<file path="src/rtl/tag_free_list_mp.sv">
`default_nettype none
// ============================================================================
// Module   : tag_free_list_mp
// Function : show-ahead circular free list of rename tags, 1 pop / 2 returns
// Revision : 1.0
// ============================================================================
module tag_free_list_mp #(
  parameter int TAG_WIDTH = 6,
  parameter int DEPTH     = 64,
  parameter int AE_THRESH = 4
) (
  input  logic                       clk,
  input  logic                       reset,
  input  logic                       flush,
  input  logic                       ren_tf,
  output logic [TAG_WIDTH-1:0]       tagout_tf,
  output logic                       ef_tf,
  output logic                       ff_tf,
  output logic                       aef_tf,
  output logic [$clog2(DEPTH):0]     count_tf,
  input  logic [TAG_WIDTH-1:0]       cdb_tag0_tf,
  input  logic                       cdb_tag0_tf_valid,
  input  logic [TAG_WIDTH-1:0]       cdb_tag1_tf,
  input  logic                       cdb_tag1_tf_valid,
  output logic                       err_tf
);

  localparam int             PTR_W   = $clog2(DEPTH);
  localparam logic [PTR_W:0] C_DEPTH = (PTR_W+1)'(DEPTH);
  localparam logic [31:0]    C_AE    = AE_THRESH;

  logic [TAG_WIDTH-1:0] r_mem [DEPTH];
  logic [PTR_W:0]       r_rp;
  logic [PTR_W:0]       r_wp;
  logic                 r_err;

  logic [PTR_W:0]       w_count;
  logic [31:0]          w_count32;
  logic                 w_empty;
  logic                 w_pop;
  logic [PTR_W:0]       w_space;
  logic                 w_g0;
  logic                 w_g1;
  logic [PTR_W:0]       w_nwr;
  logic [PTR_W-1:0]     w_widx0;
  logic [PTR_W-1:0]     w_widx1;
  logic                 w_err_evt;

  assign w_count   = r_wp - r_rp;
  assign w_count32 = {{(31-PTR_W){1'b0}}, w_count};
  assign w_empty   = (r_wp == r_rp);

  assign count_tf  = w_count;
  assign ef_tf     = w_empty;
  assign ff_tf     = (r_wp[PTR_W-1:0] == r_rp[PTR_W-1:0]) && (r_wp[PTR_W] != r_rp[PTR_W]);
  assign aef_tf    = (w_count32 <= C_AE);
  assign tagout_tf = r_mem[r_rp[PTR_W-1:0]];
  assign err_tf    = r_err;

  // A pop in the same cycle frees one slot for the returning tags.
  assign w_pop   = ren_tf && !w_empty;
  assign w_space = C_DEPTH - w_count + {{PTR_W{1'b0}}, w_pop};

  assign w_g0    = cdb_tag0_tf_valid && (w_space != '0);
  assign w_g1    = cdb_tag1_tf_valid && (w_space > {{PTR_W{1'b0}}, w_g0});
  assign w_nwr   = {{PTR_W{1'b0}}, w_g0} + {{PTR_W{1'b0}}, w_g1};

  assign w_widx0 = r_wp[PTR_W-1:0];
  assign w_widx1 = r_wp[PTR_W-1:0] + {{(PTR_W-1){1'b0}}, w_g0};

  assign w_err_evt = (ren_tf && w_empty)
                   || (cdb_tag0_tf_valid && !w_g0)
                   || (cdb_tag1_tf_valid && !w_g1);

  always_ff @(posedge clk) begin
    if (reset || flush) begin
      for (int i = 0; i < DEPTH; i++) begin
        r_mem[i] <= TAG_WIDTH'(i);
      end
      r_rp  <= '0;
      r_wp  <= C_DEPTH;
      r_err <= 1'b0;
    end else begin
      if (w_g0) r_mem[w_widx0] <= cdb_tag0_tf;
      if (w_g1) r_mem[w_widx1] <= cdb_tag1_tf;
      r_rp <= r_rp + {{PTR_W{1'b0}}, w_pop};
      r_wp <= r_wp + w_nwr;
      if (w_err_evt) r_err <= 1'b1;
    end
  end

endmodule
`default_nettype wire

</file>
<file path="config.mk">
export PLATFORM = sky130hd
export DESIGN_NAME = tag_free_list_mp
export DESIGN_NICKNAME = d
export VERILOG_FILES = /design/src/rtl/tag_free_list_mp.sv
export SDC_FILE = /design/constraint.sdc
export NUM_CORES = 1
export LEC_CHECK = 0
export CAP_MARGIN = 20
export CELL_PAD_IN_SITES_DETAIL_PLACEMENT = 0
export CELL_PAD_IN_SITES_GLOBAL_PLACEMENT = 1
export CORE_UTILIZATION = 31
export DETAILED_ROUTE_END_ITERATION = 10
export HOLD_SLACK_MARGIN = 0.08
export PLACE_DENSITY = 0.59
export SYNTH_ARGS = -nofsm -noshare
export SYNTH_HDL_FRONTEND = slang
export SYNTH_SLANG_ARGS = --single-unit
</file>
<file path="constraint.sdc">
create_clock -name clk -period 20.7 [get_ports clk]
set_input_delay 6.21 -clock clk [delete_from_list [all_inputs] [get_ports clk]]
set_output_delay 6.21 -clock clk [all_outputs]
set_load 0.01 [all_outputs]
</file>
==> out/results.ini <==
[cells_and_area]
fillers=7790
fin_nets=2024
final_util_pct=34.7
mostFrequentLayoutCells=edfxtp_1 (384), mux2_2 (172), nor3_1 (166)
seq_area_sq_um=11800
final_cell_area_sq_um=27500
final_common_cell=edfxtp_1
multiInputGateArea_sq_um=12000
layout.cells.non_filler=3075
area_growth_pct=10.6
drive_above_1_share_pct=24.7

[clocking]
clock_latency_ps=610
cts_buffers=46
cts_root_buf=clkbuf_16
cts_max_path_buffers=3
post_cts_buffers=0
hold_buffers=0
cts_resized=0
clk_pin_slew_worst_paths_ps=60
cts_tree=done
cts_max_level=2
cts.sinks=399

[pwr]
power_mw=1.93
power_leakage_nw=8.38
ir_drop_v=0.0000497
p_per_area_nw_per_um2=70.3

[grt]
overflow=0
grt_pass1_vias=19371
grt_pass1_wl_um=153000
antenna_found_initial=4
grtUsageTotal_pct=26.3
grt_max_degree=72

[setup_path]
endpoint_kind=flop
crit_type=in2reg
crit_fanout=11
reg2reg_depth=20
regToRegSetupSlack_ps=12360
required_ps=20970
critPathLaunchType=input port
r2r-start=r_wp[0]
cp.arrival_ps=12350
r2r_end=r_mem[8][0]

[routing]
drc=0
vias=20215
firstDrtPassIters=6
detail-route-antenna-nets=0
wire_per_inst_um=35.5
viasPerCell=6.57
drt_iter0_drc=3013
wirelength_um=109000

[die]
num_rows=103
die_w_um=285
initial_core_util_pct=31.4
ios=35
fp.dieH_um=285
dieArea_sq_um=81200
core_sq_um=79100

[sta]
grt_setup_unrepaired=false
finalSetupViolations=0
slew_headroom_pct=17.1
worst_pin_slew_ps=1240
finClkSkew_ps=18.8
drv_slew=0
fin_crit_ps=12070
fin_crit_sh_pct=58.3
fin_tns_setup_ps=0
max_freq_ghz=0.0828
hold_viol=0

[synth]
synth-edff-count=384
synth_area_sq_um=24800
ys_seq_elements=399
synth.distinct_cells=68
netlist_instances=2092
syn_area_per_cell_sq_um=11.9
synth_flop_cell=edfxtp_1
yosys_warnings=0
ys_seq_area_share_pct=47.6
syn_nets=2126
synth-async-reset-ratio_pct=0

[run_status]
status=completed

[placed_design]
postPlaceCellArea_sq_um=26100
gp_congestion=0.921
dp_hpwl_um=73100
dp.cells=2992
io_buffer_count=34

[min_path]
min_path_cells=2
hp-class=reg2reg
holdPathEnd=err_tf
min_from=err_tf

[run]
maxCapViolations=0

## flip-flops by register name, summed over array words and instances, names as in the netlist
name,count
err_tf,1
r_mem,384
r_rp,7
r_wp,7
## metal layers
layer  GRT usage, %  vias to the layer above  wire [um]
met1           35.1                    10437      43400
met5              0                        -         27
met4           11.9                        4       5400
met3           6.23                      265      11100
met2           40.6                     1346      49300
li1               -                     8163          -
## power breakdown
part / switching [mW] / internal [mW]
Sequential: 0.0102 / 0.904
Clock: 0.348 / 0.440
Combinational: 0.169 / 0.0592
Total: 0.527 / 1.40
## worst max-delay path: stages
cell	delay, ps
clkdlybuf4s50_1	470
o21ai_0	130
ha_1	220
inv_1	60
ha_1	210
nand3b_1	100
mux2i_1	260
a22oi_1	170
or4_1	610
and3_1	330
ha_1	260
ha_1	290
o21ai_0	280
a22o_1	820
nand4_1	570
nor4_2	940
a311o_1	410
## cell usage after synthesis, drive strengths merged, types with 13 or more instances
library cell	instances	area share, %
edfxtp	384	46
mux2	221	10
clkbuf	189	2.9
nand3	174	3.7
nor3	174	3.5
nor2	127	1.9
mux4	126	11
nand4	110	3.6
nand2	80	1.2
buf	63	1.2
nor4	56	1.4
a31oi	52	1.3
a41oi	38	1.3
mux2i	26	1.0
and3	23	0.58
o211ai	22	0.67
inv	19	0.29
or4	18	0.56
o21ai	17	0.34
o31ai	17	0.51
dfxtp	15	1.2
o41ai	15	0.56
ha	14	0.71
or3	13	0.33
## stage by stage
step | hold slack, ps | setup slack [ps]
finish | 491 | 8630
floorplan | 480 | 9820
CTS | 489 | 8780
global route | 549 | 8420
global placement | 477 | 8360
detailed placement | 470 | 8140
## area by class of cell
class / instances / share of cell area, %
flip-flops and latches: 399 / 43.1
repair buffers: 102 / 3.02
well taps: 1050 / 4.78
clock buffers: 61 / 4.63
diodes: 2 / 0.0182
inverters: 20 / 0.273
clock inverters: 20 / 0.405
multi-input cells: 1421 / 43.8
## cells by family after synthesis
| family | after synthesis | synth area share, % |
|---|---|---|
| AND/OR/NAND/NOR | 817 | 18.0 |
| adder cells (fa/ha/maj) | 16 | 0.867 |
| AO/OA/AOI/OAI | 197 | 6.02 |
| flip-flops | 399 | 47.6 |
| XOR/XNOR | 18 | 0.665 |
| multiplexers | 373 | 22.5 |
| buffers and inverters | 272 | 4.34 |
## worst max path at each step
stage	from	endpoint	depth (start not counted)
after CTS	ren_tf	r_mem[8][0]	17
after global placement	ren_tf	r_mem[8][0]	17
final	ren_tf	r_mem[8][0]	17
after floorplan	ren_tf	r_mem[46][0]	19
after global routing	ren_tf	r_mem[8][0]	17
after detailed placement	ren_tf	r_mem[8][4]	17
(Power assumes the default switching activity.)
